==> src/rtl/alu_pkg.sv <==
// -----------------------------------------------------------------------------
// alu_pkg
// Shared definitions for the execute-stage add/sub datapath.
//   DATA_W          default operand/result width
//   FLAG_N..FLAG_V  bit positions of the NZCV nibble
//   flags_t         packed {n, z, c, v}; layout matches the FLAG_* positions
// -----------------------------------------------------------------------------
package alu_pkg;

   localparam int DATA_W = 64;

   localparam int FLAG_N = 3;
   localparam int FLAG_Z = 2;
   localparam int FLAG_C = 1;
   localparam int FLAG_V = 0;

   typedef struct packed {
      logic n;
      logic z;
      logic c;
      logic v;
   } flags_t;

endpackage

==> src/rtl/pipelined_adder_if.sv <==
// -----------------------------------------------------------------------------
// pipelined_adder_if
// Valid/ready bundle between the operand producer and the pipelined adder.
//   request  : in_valid, in_ready, a, b, cin, sub, tag_in
//   response : out_valid, out_ready, sum, tag_out, flags ({N,Z,C,V})
// Modports: master = producer/consumer side, slave = adder side.
// -----------------------------------------------------------------------------
interface pipelined_adder_if
   import alu_pkg::*;
#(
   parameter int WIDTH = DATA_W,
   parameter int TAG_W = 5
) ();

   logic             in_valid;
   logic             in_ready;
   logic [WIDTH-1:0] a;
   logic [WIDTH-1:0] b;
   logic             cin;
   logic             sub;
   logic [TAG_W-1:0] tag_in;

   logic             out_valid;
   logic             out_ready;
   logic [WIDTH-1:0] sum;
   logic [TAG_W-1:0] tag_out;
   logic [3:0]       flags;

   modport master (
      output in_valid, a, b, cin, sub, tag_in, out_ready,
      input  in_ready, out_valid, sum, tag_out, flags
   );

   modport slave (
      input  in_valid, a, b, cin, sub, tag_in, out_ready,
      output in_ready, out_valid, sum, tag_out, flags
   );

endinterface

==> src/rtl/adder_chunk.sv <==
// -----------------------------------------------------------------------------
// adder_chunk
// Combinational CW-bit ripple-carry adder, one instance per pipeline stage.
//   a, b  : CW-bit addends
//   cin   : carry in
//   s     : CW-bit sum
//   cout  : carry out of the top bit
// -----------------------------------------------------------------------------
module adder_chunk #(
   parameter int CW = 16
) (
   input  logic [CW-1:0] a,
   input  logic [CW-1:0] b,
   input  logic          cin,
   output logic [CW-1:0] s,
   output logic          cout
);

   // Bit-serial ripple: each bit's carry feeds the next bit.
   always_comb begin : ripple
      logic carry;
      carry = cin;
      s     = {CW{1'b0}};
      for (int i = 0; i < CW; i++) begin
         s[i]  = a[i] ^ b[i] ^ carry;
         carry = (a[i] & b[i]) | (carry & (a[i] ^ b[i]));
      end
      cout = carry;
   end

endmodule

==> src/rtl/pipelined_adder.sv <==
// -----------------------------------------------------------------------------
// pipelined_adder
// WIDTH-bit add/subtract split into STAGES equal chunks; stage k ripples chunk k
// with the carry registered by stage k-1 (stage 0 takes cin). Result =
// a + (sub ? ~b : b) + cin. Latency STAGES, one operation per cycle, global
// stall: advance = !out_valid || out_ready, in_ready = advance.
//   clk, reset_n : clock, asynchronous active-low reset
//   bus (slave)  : in_valid/in_ready/a/b/cin/sub/tag_in request side,
//                  out_valid/out_ready/sum/tag_out/flags response side
// Build option: PIPELINED_ADDER_FLAGS_EN enables the registered NZCV flags;
// without it flags reads 4'b0000 and no flag logic is generated.
// -----------------------------------------------------------------------------
module pipelined_adder
   import alu_pkg::*;
#(
   parameter int WIDTH  = DATA_W,
   parameter int STAGES = 4,
   parameter int TAG_W  = 5
) (
   input  logic             clk,
   input  logic             reset_n,
   pipelined_adder_if.slave bus
);

   localparam int CW = WIDTH / STAGES;

   logic             advance_s;
   logic [WIDTH-1:0] b_eff_s;

   // Per-stage combinational inputs and results.
   logic             vld_in_s  [STAGES];
   logic [WIDTH-1:0] word_in_s [STAGES];
   logic [WIDTH-1:0] bp_in_s   [STAGES];
   logic             c_in_s    [STAGES];
   logic [TAG_W-1:0] tag_in_s  [STAGES];
   logic [WIDTH-1:0] word_nx_s [STAGES];
   logic             co_s      [STAGES];

   // Per-stage registers. word_r holds finished sum chunks in its low part and
   // the not-yet-consumed chunks of a in its high part; bp_r skews b_eff.
   logic             vld_r  [STAGES];
   logic [WIDTH-1:0] word_r [STAGES];
   logic [WIDTH-1:0] bp_r   [STAGES];
   logic             c_r    [STAGES];
   logic [TAG_W-1:0] tag_r  [STAGES];

   assign advance_s = !vld_r[STAGES-1] || bus.out_ready;
   assign b_eff_s   = bus.sub ? ~bus.b : bus.b;

   for (genvar k = 0; k < STAGES; k++) begin : g_stage
      logic [CW-1:0]    sum_chunk_s;
      logic [WIDTH-1:0] merged_s;

      if (k == 0) begin : g_first
         assign vld_in_s[k]  = bus.in_valid;
         assign word_in_s[k] = bus.a;
         assign bp_in_s[k]   = b_eff_s;
         assign c_in_s[k]    = bus.cin;
         assign tag_in_s[k]  = bus.tag_in;
      end else begin : g_rest
         assign vld_in_s[k]  = vld_r[k-1];
         assign word_in_s[k] = word_r[k-1];
         assign bp_in_s[k]   = bp_r[k-1];
         assign c_in_s[k]    = c_r[k-1];
         assign tag_in_s[k]  = tag_r[k-1];
      end

      adder_chunk #(.CW(CW)) u_chunk (
         .a    (word_in_s[k][k*CW +: CW]),
         .b    (bp_in_s[k][k*CW +: CW]),
         .cin  (c_in_s[k]),
         .s    (sum_chunk_s),
         .cout (co_s[k])
      );

      // Overwrite chunk k of the travelling word with its finished sum.
      always_comb begin
         merged_s              = word_in_s[k];
         merged_s[k*CW +: CW]  = sum_chunk_s;
      end

      assign word_nx_s[k] = merged_s;
   end

   // Stage registers: cleared on reset, all advance together or all hold.
   always_ff @(posedge clk or negedge reset_n) begin
      if (!reset_n) begin
         for (int k = 0; k < STAGES; k++) begin
            vld_r[k]  <= 1'b0;
            word_r[k] <= {WIDTH{1'b0}};
            bp_r[k]   <= {WIDTH{1'b0}};
            c_r[k]    <= 1'b0;
            tag_r[k]  <= {TAG_W{1'b0}};
         end
      end else if (advance_s) begin
         for (int k = 0; k < STAGES; k++) begin
            vld_r[k]  <= vld_in_s[k];
            word_r[k] <= word_nx_s[k];
            bp_r[k]   <= bp_in_s[k];
            c_r[k]    <= co_s[k];
            tag_r[k]  <= tag_in_s[k];
         end
      end
   end

`ifdef PIPELINED_ADDER_FLAGS_EN
   flags_t flags_nx_s;
   flags_t flags_r;

   // At the last stage the top chunk of word_in still holds a, and bp_in
   // still holds b_eff, so their MSBs are the operand signs needed for V.
   always_comb begin
      flags_nx_s.n = word_nx_s[STAGES-1][WIDTH-1];
      flags_nx_s.z = (word_nx_s[STAGES-1] == {WIDTH{1'b0}});
      flags_nx_s.c = co_s[STAGES-1];
      flags_nx_s.v = (word_in_s[STAGES-1][WIDTH-1] == bp_in_s[STAGES-1][WIDTH-1]) &&
                     (word_nx_s[STAGES-1][WIDTH-1] != word_in_s[STAGES-1][WIDTH-1]);
   end

   // Flags register, loaded alongside the final sum.
   always_ff @(posedge clk or negedge reset_n) begin
      if (!reset_n) begin
         flags_r <= 4'b0000;
      end else if (advance_s) begin
         flags_r <= flags_nx_s;
      end
   end

   assign bus.flags = flags_r;
`else
   assign bus.flags = 4'b0000;
`endif

   assign bus.in_ready  = advance_s;
   assign bus.out_valid = vld_r[STAGES-1];
   assign bus.sum       = word_r[STAGES-1];
   assign bus.tag_out   = tag_r[STAGES-1];

endmodule

==> src/flat_wrapper.sv <==
// flat-port wrapper written by rule: the top's interface ports become plain ports
module pipelined_adder_flat import alu_pkg::*;
#(
   parameter int WIDTH  = DATA_W,
   parameter int STAGES = 4,
   parameter int TAG_W  = 5
)
  (clk, reset_n, bus_in_valid, bus_a, bus_b, bus_cin, bus_sub, bus_tag_in, bus_out_ready, bus_in_ready, bus_out_valid, bus_sum, bus_tag_out, bus_flags);
  pipelined_adder_if #(.WIDTH(WIDTH), .TAG_W(TAG_W)) bus_i ();
  input  logic clk;
  input  logic reset_n;
  input wire logic [$bits(bus_i.in_valid)-1:0] bus_in_valid;
  input wire logic [$bits(bus_i.a)-1:0] bus_a;
  input wire logic [$bits(bus_i.b)-1:0] bus_b;
  input wire logic [$bits(bus_i.cin)-1:0] bus_cin;
  input wire logic [$bits(bus_i.sub)-1:0] bus_sub;
  input wire logic [$bits(bus_i.tag_in)-1:0] bus_tag_in;
  input wire logic [$bits(bus_i.out_ready)-1:0] bus_out_ready;
  output wire logic [$bits(bus_i.in_ready)-1:0] bus_in_ready;
  output wire logic [$bits(bus_i.out_valid)-1:0] bus_out_valid;
  output wire logic [$bits(bus_i.sum)-1:0] bus_sum;
  output wire logic [$bits(bus_i.tag_out)-1:0] bus_tag_out;
  output wire logic [$bits(bus_i.flags)-1:0] bus_flags;
  assign bus_i.in_valid = bus_in_valid;
  assign bus_i.a = bus_a;
  assign bus_i.b = bus_b;
  assign bus_i.cin = bus_cin;
  assign bus_i.sub = bus_sub;
  assign bus_i.tag_in = bus_tag_in;
  assign bus_i.out_ready = bus_out_ready;
  assign bus_in_ready = bus_i.in_ready;
  assign bus_out_valid = bus_i.out_valid;
  assign bus_sum = bus_i.sum;
  assign bus_tag_out = bus_i.tag_out;
  assign bus_flags = bus_i.flags;
  pipelined_adder #(.WIDTH(WIDTH), .STAGES(STAGES), .TAG_W(TAG_W)) u_core (.clk(clk), .reset_n(reset_n), .bus(bus_i));
endmodule
==> config.mk <==
export PLATFORM = sky130hd
export DESIGN_NAME = pipelined_adder_flat
export DESIGN_NICKNAME = d
export VERILOG_FILES = /design/src/rtl/alu_pkg.sv /design/src/rtl/pipelined_adder_if.sv /design/src/rtl/adder_chunk.sv /design/src/rtl/pipelined_adder.sv /design/src/flat_wrapper.sv
export SDC_FILE = /design/constraint.sdc
export NUM_CORES = 1
export LEC_CHECK = 0
export BUFFER_PORTS_ARGS = -buffer_cell sky130_fd_sc_hd__buf_2
export CORE_MARGIN = 8
export CORE_UTILIZATION = 45
export DETAILED_ROUTE_END_ITERATION = 8
export SETUP_SLACK_MARGIN = 0.2
export SLEW_MARGIN = 5
export SYNTH_ARGS = -nofsm -noshare
export SYNTH_HDL_FRONTEND = slang
export SYNTH_HIERARCHICAL = 1
export SYNTH_SLANG_ARGS = --single-unit
==> constraint.sdc <==
create_clock -name clk -period 7.4 [get_ports clk]
set_input_delay 1.11 -clock clk [delete_from_list [all_inputs] [get_ports clk]]
set_output_delay 1.11 -clock clk [all_outputs]
set_load 0.02 [all_outputs]
==> flow_metrics.env, run 1 <==
export IMPL_status="finished clean"
export IMPL_tns_ns=0
export IMPL_synth_warnings=6
export IMPL_end_kind="flop"
export IMPL_routed_wl_um=30000
export IMPL_cts_clk_slew_worst_paths_ns=0.06
export IMPL_hp_class="flop to flop"
export IMPL_synth_area_um2=16900
export IMPL_fmax_mhz=144
export IMPL_layout_cells_non_filler=1700
export IMPL_grt_pass1_wl_um=49900
export IMPL_diodes=0
export IMPL_final_core_util=0.528
export IMPL_route_met3_wl_um=1870
export IMPL_first_iter_violations=369
export IMPL_power_density_nw_per_um2=454
export IMPL_routedWlPerCell_um=17.7
export IMPL_power_leakage_nw=9.41
export IMPL_cts_made_buffers=43
export IMPL_grt_antenna_before_repair=2
export IMPL_finalSetupViolations=0
export IMPL_gp_congestion=0.705
export IMPL_worst_pin_slew_ns=1.03
export IMPL_drc=0
export IMPL_fillers=3148
export IMPL_grt_overflow_total=0
export IMPL_clk_path_buf_depth=3
export IMPL_crit_path_max_fanout=2
export IMPL_cp_data_arrival_time_ns=7.43
export IMPL_hold_ws_ns=0.474
export IMPL_num_vias=8130
export IMPL_final_hold_violation_count=0
export IMPL_area_growth_pct=16.3
export IMPL_cp_required_ns=7.89
export IMPL_core_area_um2=37300
export IMPL_initial_core_util=0.454
export IMPL_grt_max_degree=177
export IMPL_die_h_um=210
export IMPL_fin_crit_sh=0.938
export IMPL_ant_nets=0
export IMPL_timing_final_max_slew_violations=0
export IMPL_rsz0062_at_grt="false"
export IMPL_rows=71
export IMPL_finalPower_w=0.00893
export IMPL_dp_cells=1622
export IMPL_insertion_delay_ns=0.55
export IMPL_pin_count=214
export IMPL_clock_sinks=379
export IMPL_met1_length_um=14100
export IMPL_hpwlAfterDp_um=19600
export IMPL_grt_usage=0.139
export IMPL_max_slew_margin=0.312
export IMPL_ctsRootBufferMaster="clkbuf_16"
export IMPL_grt_pass1_vias=9128
export IMPL_synth_cells=980
export IMPL_htreeDepth=2
export IMPL_top_layer="met5"
export IMPL_via_per_inst=4.78
export IMPL_start_kind="flop"
export IMPL_cts_tree="yes"
export IMPL_first_pass_iters=6
export IMPL_layout_min_cycle_time_ns=6.94
export IMPL_synth_area_per_cell_um2=17.3
export IMPL_wl_met2_um=13300
export IMPL_io_buffers=209
export IMPL_drive_gt1_frac=0.556
export IMPL_die_w_um=210
export IMPL_maxCapViolations=0
export IMPL_critical_path_class="flop to flop"
export IMPL_ir_worst_vdd_v=0.000235
export IMPL_dieArea_um2=44100
export IMPL_nNetsFinal=1396
export IMPL_skew_ns=0.0141
[layer usage]
metal | global-route usage | vias to the layer above
met5 | 0 | -
li1 | - | 3747
met2 | 0.206 | 167
met3 | 0.0392 | 52
met4 | 0.0491 | 4
met1 | 0.195 | 4160
[cell usage in the layout (no fill, tap or decap), drive strengths merged]
cell / n
inv: 43
dfrtp: 379
buf: 218
mux2: 378
fa: 64
conb: 4
bufinv: 2
nand2b: 2
clkbuf: 60
clkinv: 12
xor2: 64
[path summary, 6_finish.rpt]
| path | slack, ns | cells past startpoint | endpoint | from |
|---|---|---|---|---|
| max | 0.46 | 21 | u_core/g_stage[3].merged_s[47] | u_core/word_in_s[96] |
| min reg2reg | 0.47 | 1 | u_core/bus.out_valid | u_core/vld_in_s[0] |
| min in group asynchronous | 0.58 | 1 | u_core/bus.sum[12] | reset_n |
| min | 0.47 | 1 | u_core/bus.out_valid | u_core/vld_in_s[0] |
| max reg2reg | 0.46 | 21 | u_core/g_stage[3].merged_s[47] | u_core/word_in_s[96] |
| max in group asynchronous | 5.34 | 2 | u_core/bus.sum[49] | reset_n |
[what timing repair did]
action                                  4_1_cts  5_1_grt
buffers inserted                              0        0
endpoints found under the setup margin        0        2
resized for setup                             0        3
hold buffers                                  0        0
[stage by stage]
stage	setup slack (ns)	instance area (µm²)
after floorplan	0.115	17000
after global placement	0.0437	18300
after detailed placement	-0.0464	18300
after CTS	0.342	19700
after global routing	0.199	19700
final	0.459	19700
[registers in the layout, indices dropped and copies added (netlist names)]
signal and cells:
u_core/g_stage.merged_s 144, u_core/bp_in_s 96, u_core/bus.sum 64, u_core/word_in_s 48, u_core/tag_in_s 15, u_core/bus.tag_out 5, u_core/c_in_s 3, u_core/vld_in_s 3
u_core/bus.out_valid 1
[power breakdown]
group          switching, W  total (W)  leakage, nW  internal [W]
clock network      0.000838    0.00207        0.697       0.00123
logic               0.00126    0.00326         4.29       0.00200
registers          0.000579    0.00360         4.42       0.00302
total               0.00268    0.00893         9.41       0.00625
[worst max-delay path, stage by stage, from the launching register on]
cell     delay (ns)
dfrtp_1        0.39
fa_1           0.41
inv_1          0.07
fa_1           0.15
inv_1          0.05
fa_1           0.37
fa_1           0.39
fa_1           0.40
fa_1           0.40
fa_1           0.40
fa_1           0.39
fa_1           0.39
fa_1           0.41
fa_1           0.43
fa_2           0.37
fa_1           0.39
fa_1           0.40
fa_1           0.39
inv_1          0.08
fa_1           0.40
inv_1          0.06
mux2_4         0.12
[cell type report]
| type | instances | area, µm² | share of cell area |
|---|---|---|---|
| Timing Repair Buffer | 218 | 1160 | 0.0591 |
| Sequential cell | 379 | 9480 | 0.482 |
| Multi-Input combinational cell | 512 | 6910 | 0.351 |
| Inverter | 39 | 146 | 0.00744 |
| Clock buffer | 60 | 1230 | 0.0625 |
| Clock inverter | 18 | 155 | 0.00788 |
| Tap cell | 474 | 593 | 0.0301 |
No activity file was read; power rests on OpenSTA's default activity.
==> inputs of run 2 (changes only) <==
--- a/config.mk
+++ b/config.mk
@@ -6,6 +6,7 @@
 export NUM_CORES = 1
 export LEC_CHECK = 0
 export BUFFER_PORTS_ARGS = -buffer_cell sky130_fd_sc_hd__buf_2
+export CORE_ASPECT_RATIO = 1.2
 export CORE_MARGIN = 8
 export CORE_UTILIZATION = 45
 export DETAILED_ROUTE_END_ITERATION = 8
==> constraint.sdc (replaced) <==
create_clock -name clk -period 7.1 [get_ports clk]
set_input_delay 1.065 -clock clk [delete_from_list [all_inputs] [get_ports clk]]
set_output_delay 1.065 -clock clk [all_outputs]
set_load 0.02 [all_outputs]
==> run 2 against run 1 <==
Clock-buffer cell count up 7. Setup slack worse by 0.050 ns. Global-route usage down 0.11 points. Clock power up 2%.
==> flow_metrics.env, run 2 (synthesized netlist as in run 1, its figures left out) <==
export IMPL_hold_buffers=0
export IMPL_nNetsFinal=1393
export IMPL_timing_rr_start="u_core/word_in_s[144]"
export IMPL_grt_pass1_wl_um=49500
export IMPL_power_leakage_nw=9.38
export IMPL_hp_class="flop to flop"
export IMPL_timing_final_max_slew_violations=0
export IMPL_maxCapViolations=0
export IMPL_fmax_mhz=149
export IMPL_fillers=3149
export IMPL_drive_gt1_frac=0.571
export IMPL_holdPathEnd="u_core/bus.out_valid"
export IMPL_worst_pin_slew_ns=0.969
export IMPL_first_iter_violations=380
export IMPL_grt_overflow_total=0
export IMPL_final_core_util=0.527
export IMPL_fin_crit_sh=0.942
export IMPL_io_buffers=209
export IMPL_clk_path_buf_depth=3
export IMPL_status="finished clean"
export IMPL_dieArea_um2=44100
export IMPL_placed_area_um2=18300
export IMPL_cp_required_ns=7.57
export IMPL_max_slew_margin=0.354
export IMPL_grt_max_degree=151
export IMPL_final_hold_violation_count=0
export IMPL_start_kind="flop"
export IMPL_drc=0
export IMPL_layout_min_cycle_time_ns=6.69
export IMPL_die_h_um=228
export IMPL_hold_depth=1
export IMPL_grt_usage=0.138
export IMPL_postCtsSetupRepairBufs=0
export IMPL_r2r_end="u_core/g_stage[2].merged_s[31]"
export IMPL_rrSetupSlack_ns=0.41
export IMPL_area_growth_pct=16.7
export IMPL_largest_reg_flops=144
export IMPL_skew_ns=0.0193
export IMPL_gp_congestion=0.694
export IMPL_cts_tree="yes"
export IMPL_hold_path_startpoint="u_core/vld_in_s[0]"
export IMPL_cp_data_arrival_time_ns=7.16
export IMPL_routedWlPerCell_um=17.5
export IMPL_power_density_nw_per_um2=470
export IMPL_rsz0062_at_grt="true"
export IMPL_rows=78
export IMPL_insertion_delay_ns=0.53
export IMPL_routed_wl_um=29800
export IMPL_final_cell_mix="379 x dfrtp_1, 207 x buf_2, 199 x mux2_4, 179 x mux2_2, 63 x xor2_1"
export IMPL_ir_worst_vdd_v=0.000242
export IMPL_end_kind="flop"
export IMPL_grt_antenna_before_repair=5
export IMPL_critical_path_class="flop to flop"
export IMPL_crit_path_max_fanout=2
export IMPL_initial_core_util=0.452
export IMPL_clock_sinks=379
export IMPL_ant_nets=0
export IMPL_pin_count=214
export IMPL_design_area_um2=19700
export IMPL_cts_clk_slew_worst_paths_ns=0.06
export IMPL_first_pass_iters=4
export IMPL_hold_ws_ns=0.476
export IMPL_grt_pass1_vias=9207
export IMPL_hpwlAfterDp_um=19600
export IMPL_via_per_inst=4.74
export IMPL_htreeDepth=2
export IMPL_finalSetupViolations=0
export IMPL_final_common_cell="dfrtp_1"
export IMPL_cts_made_buffers=41
export IMPL_die_w_um=193
export IMPL_tns_ns=0
export IMPL_core_area_um2=37500
export IMPL_num_vias=8078
export IMPL_r2r_cells=21
export IMPL_ctsRootBufferMaster="clkbuf_16"
[run 2: changes by cell type in the layout (fill, tap and decap cells not counted), moves of 2 or more]
| cell | previous run | this run |
|---|---|---|
| fa_1 | 49 | 31 |
| fa_2 | 15 | 33 |
| clkbuf_8 | 9 | 13 |
| clkbuf_1 | 8 | 11 |
| inv_6 | 4 | 1 |
| inv_1 | 39 | 36 |
| buf_4 | 7 | 5 |
| inv_2 | 0 | 3 |
| clkinv_2 | 12 | 7 |
[run 2: timing repair]
item                       4_1_cts  5_1_grt
setup endpoints to repair        4        5
resized for setup                7       11
gates cloned                     0        0
[run 2: how the worst max path moves through the flow]
stage	slack (ns)	cells past startpoint	start	end
3_5_place_dp	-0.13	23	bus_sub	u_core/g_stage[1].merged_s[15]
2_1_floorplan	-0.09	24	bus_sub	u_core/g_stage[1].merged_s[15]
6_report	0.41	21	u_core/word_in_s[144]	u_core/g_stage[2].merged_s[31]
4_1_cts	0.19	21	u_core/word_in_s[48]	u_core/bus.sum[63]
3_3_place_gp	-0.1	23	bus_sub	u_core/g_stage[1].merged_s[15]
5_1_grt	0.17	21	u_core/word_in_s[144]	u_core/g_stage[2].merged_s[31]
[run 2: per-stage QoR]
step | instances | power, W | worst slack [ns]
floorplan | 983 | 0.00641 | -0.0882
global placement | 1627 | 0.00713 | -0.0952
detailed placement | 1627 | 0.00725 | -0.135
CTS | 1703 | 0.00944 | 0.192
global route | 1703 | 0.00994 | 0.171
finish | 1704 | 0.00929 | 0.409
[run 2: power by group]
| part | switching [W] | internal (W) | leakage (nW) |
|---|---|---|---|
| clock network | 0.000832 | 0.00128 | 0.682 |
| registers | 0.000607 | 0.00315 | 4.42 |
| logic | 0.00132 | 0.00210 | 4.28 |
| total | 0.00276 | 0.00653 | 9.38 |
[run 2: final cells by class]
type / count / area [µm²] / share of cell area
flip-flops and latches: 379 / 9480 / 0.480
well taps: 480 / 601 / 0.0304
clock inverters: 9 / 73.8 / 0.00374
repair buffers: 217 / 1170 / 0.0592
multi-input cells: 512 / 6970 / 0.353
inverters: 39 / 146 / 0.00741
clock buffers: 67 / 1300 / 0.0657
diodes: 1 / 2.50 / 0.000127
[run 2: critical path, stage by stage (launching register included)]
cell     delay, ns
dfrtp_1       0.40
fa_1          0.43
inv_1         0.07
fa_1          0.16
inv_1         0.05
fa_1          0.39
fa_1          0.39
fa_1          0.38
fa_1          0.38
fa_1          0.38
fa_1          0.40
fa_1          0.39
fa_1          0.40
fa_2          0.35
fa_2          0.35
fa_2          0.35
fa_2          0.35
fa_1          0.36
inv_1         0.08
fa_1          0.40
inv_1         0.05
mux2_2        0.13
[run 2: per-layer routing]
| metal | up-vias | routed length (µm) | GRT usage |
|---|---|---|---|
| li1 | 3729 | - | - |
| met1 | 4146 | 13300 | 0.183 |
| met2 | 149 | 14100 | 0.217 |
| met3 | 46 | 1920 | 0.0427 |
| met4 | 8 | 514 | 0.0366 |
| met5 | - | 50 | 0 |
==> inputs of run 3 (changes only) <==
--- a/config.mk
+++ b/config.mk
@@ -8,7 +8,7 @@
 export BUFFER_PORTS_ARGS = -buffer_cell sky130_fd_sc_hd__buf_2
 export CORE_ASPECT_RATIO = 1.2
 export CORE_MARGIN = 8
-export CORE_UTILIZATION = 45
+export CORE_UTILIZATION = 35
 export DETAILED_ROUTE_END_ITERATION = 8
 export SETUP_SLACK_MARGIN = 0.2
 export SLEW_MARGIN = 5
==> run 3 against run 2 <==
Utilization shrank 11 points. Sequential share of layout area shrank 0.20 points. Setup slack gained 0.0043 ns. Highest routed layer unchanged.
==> flow_metrics.env, run 3 (synthesized netlist as in run 1, its figures left out) <==
export IMPL_status="finished clean"
export IMPL_core_area_um2=47900
export IMPL_dieArea_um2=55700
export IMPL_design_area_um2=19800
export IMPL_rsz0062_at_grt="true"
export IMPL_max_slew_margin=0.270
export IMPL_tns_ns=0
export IMPL_nNetsFinal=1394
export IMPL_grt_max_degree=146
export IMPL_dpl_worst_slack_ns=-0.176
export IMPL_placed_area_um2=18500
export IMPL_final_common_cell="dfrtp_1"
export IMPL_grt_usage=0.114
export IMPL_postCtsSetupRepairBufs=0
export IMPL_critical_path_class="flop to flop"
export IMPL_finalSetupViolations=0
export IMPL_largest_reg_flops=144
export IMPL_pin_count=214
export IMPL_cts_made_buffers=41
export IMPL_timing_final_max_slew_violations=0
export IMPL_ant_nets=0
export IMPL_multi_input_comb_area_um2=6970
export IMPL_cts_tree="yes"
export IMPL_rows=88
export IMPL_final_core_util=0.414
export IMPL_rrSetupSlack_ns=0.41
export IMPL_routedWlPerCell_um=16.8
export IMPL_grt_pass1_wl_um=51600
export IMPL_final_cell_mix="379 x dfrtp_1, 207 x buf_2, 199 x mux2_4, 179 x mux2_2, 63 x xor2_1"
export IMPL_end_kind="flop"
export IMPL_die_h_um=257
export IMPL_die_w_um=217
export IMPL_fmax_mhz=150
export IMPL_hold_ws_ns=0.453
export IMPL_hp_class="flop to flop"
export IMPL_power_density_nw_per_um2=466
export IMPL_io_buffers=209
export IMPL_grt_pass1_vias=9333
export IMPL_start_kind="flop"
export IMPL_grt_overflow_total=0
export IMPL_gp_congestion=0.709
export IMPL_num_vias=8125
export IMPL_cp_data_arrival_time_ns=7.16
export IMPL_hold_depth=1
export IMPL_htreeDepth=2
export IMPL_drive_gt1_frac=0.567
export IMPL_first_iter_violations=312
export IMPL_ir_worst_vdd_v=0.000237
export IMPL_holdPathEnd="u_core/bus.out_valid"
export IMPL_via_per_inst=4.39
export IMPL_hpwlAfterDp_um=20900
export IMPL_cts_clk_slew_worst_paths_ns=0.06
export IMPL_drc=0
export IMPL_regArea_um2=9480
export IMPL_routed_wl_um=31000
export IMPL_layout_min_cycle_time_ns=6.69
export IMPL_cp_required_ns=7.58
export IMPL_maxCapViolations=0
export IMPL_grt_antenna_before_repair=3
export IMPL_r2r_cells=21
export IMPL_clock_sinks=379
export IMPL_fillers=4406
export IMPL_timing_rr_start="u_core/word_in_s[48]"
export IMPL_power_leakage_nw=9.32
export IMPL_ctsRootBufferMaster="clkbuf_16"
export IMPL_insertion_delay_ns=0.54
export IMPL_clk_path_buf_depth=3
export IMPL_hold_buffers=0
export IMPL_crit_path_max_fanout=2
export IMPL_first_pass_iters=4
export IMPL_worst_pin_slew_ns=1.09
export IMPL_area_growth_pct=17.1
export IMPL_final_hold_violation_count=0
export IMPL_skew_ns=0.0128
export IMPL_fin_crit_sh=0.942
export IMPL_setup_slack_ns=0.413
export IMPL_initial_core_util=0.353
export IMPL_r2r_end="u_core/bus.sum[63]"
export IMPL_hold_path_startpoint="u_core/vld_in_s[0]"
-- run 3: worst max path at each step --
stage                               from                             end  depth (start not counted)
finish              u_core/word_in_s[48]              u_core/bus.sum[63]                         21
global route        u_core/word_in_s[48]              u_core/bus.sum[63]                         21
CTS                 u_core/word_in_s[48]              u_core/bus.sum[63]                         21
detailed placement               bus_sub  u_core/g_stage[1].merged_s[15]                         23
global placement                 bus_sub  u_core/g_stage[1].merged_s[15]                         23
floorplan                        bus_sub  u_core/g_stage[1].merged_s[15]                         24
-- run 3: final cells by class --
class	instances	share of cell area
sequential	379	0.478
multi-input combinational	512	0.352
timing repair buffer	218	0.0587
clock buffer	58	0.0570
tap	630	0.0398
inverter	39	0.00738
clock inverter	11	0.00688
antenna	2	0.000252
-- run 3: repair_timing --
action,4_1_cts,5_1_grt
pin swaps,0,0
setup endpoints to repair,4,5
gates cloned,0,0
gates resized for setup,7,11
hold endpoints to repair,0,0
-- run 3: worst max-delay path, stage by stage, from the launching register on --
cell and delay (ns):
dfrtp_1 0.40, fa_1 0.42, inv_1 0.08, fa_1 0.15, inv_1 0.05, fa_1 0.40
fa_2 0.37, fa_1 0.41, fa_2 0.37, fa_2 0.36, fa_2 0.37, fa_2 0.36
fa_2 0.35, fa_2 0.36, fa_1 0.39, fa_1 0.39, fa_1 0.39, fa_1 0.36
inv_1 0.07, fa_1 0.40, inv_1 0.06, mux2_2 0.13
-- run 3: where the power goes --
group / total (W) / leakage (nW) / switching, W / internal, W
registers: 0.00377 / 4.42 / 0.000616 / 0.00315
clock network: 0.00204 / 0.619 / 0.000831 / 0.00121
logic: 0.00343 / 4.28 / 0.00132 / 0.00211
-- run 3: metrics by stage --
step | instances | total power [W]
floorplan | 983 | 0.00641
global placement | 1778 | 0.00717
detailed placement | 1778 | 0.00728
CTS | 1847 | 0.00941
global route | 1848 | 0.00990
finish | 1849 | 0.00924
-- run 3: per-layer routing --
| layer | vias to the layer above | track usage | part of all wire | wire length, µm |
|---|---|---|---|---|
| met5 | - | 0 | 0.00032 | 10 |
| met3 | 49 | 0.0350 | 0.060 | 1870 |
| met4 | 2 | 0.0391 | 0.024 | 755 |
| li1 | 3714 | - | - | - |
| met1 | 4218 | 0.143 | 0.43 | 13300 |
| met2 | 142 | 0.184 | 0.49 | 15000 |
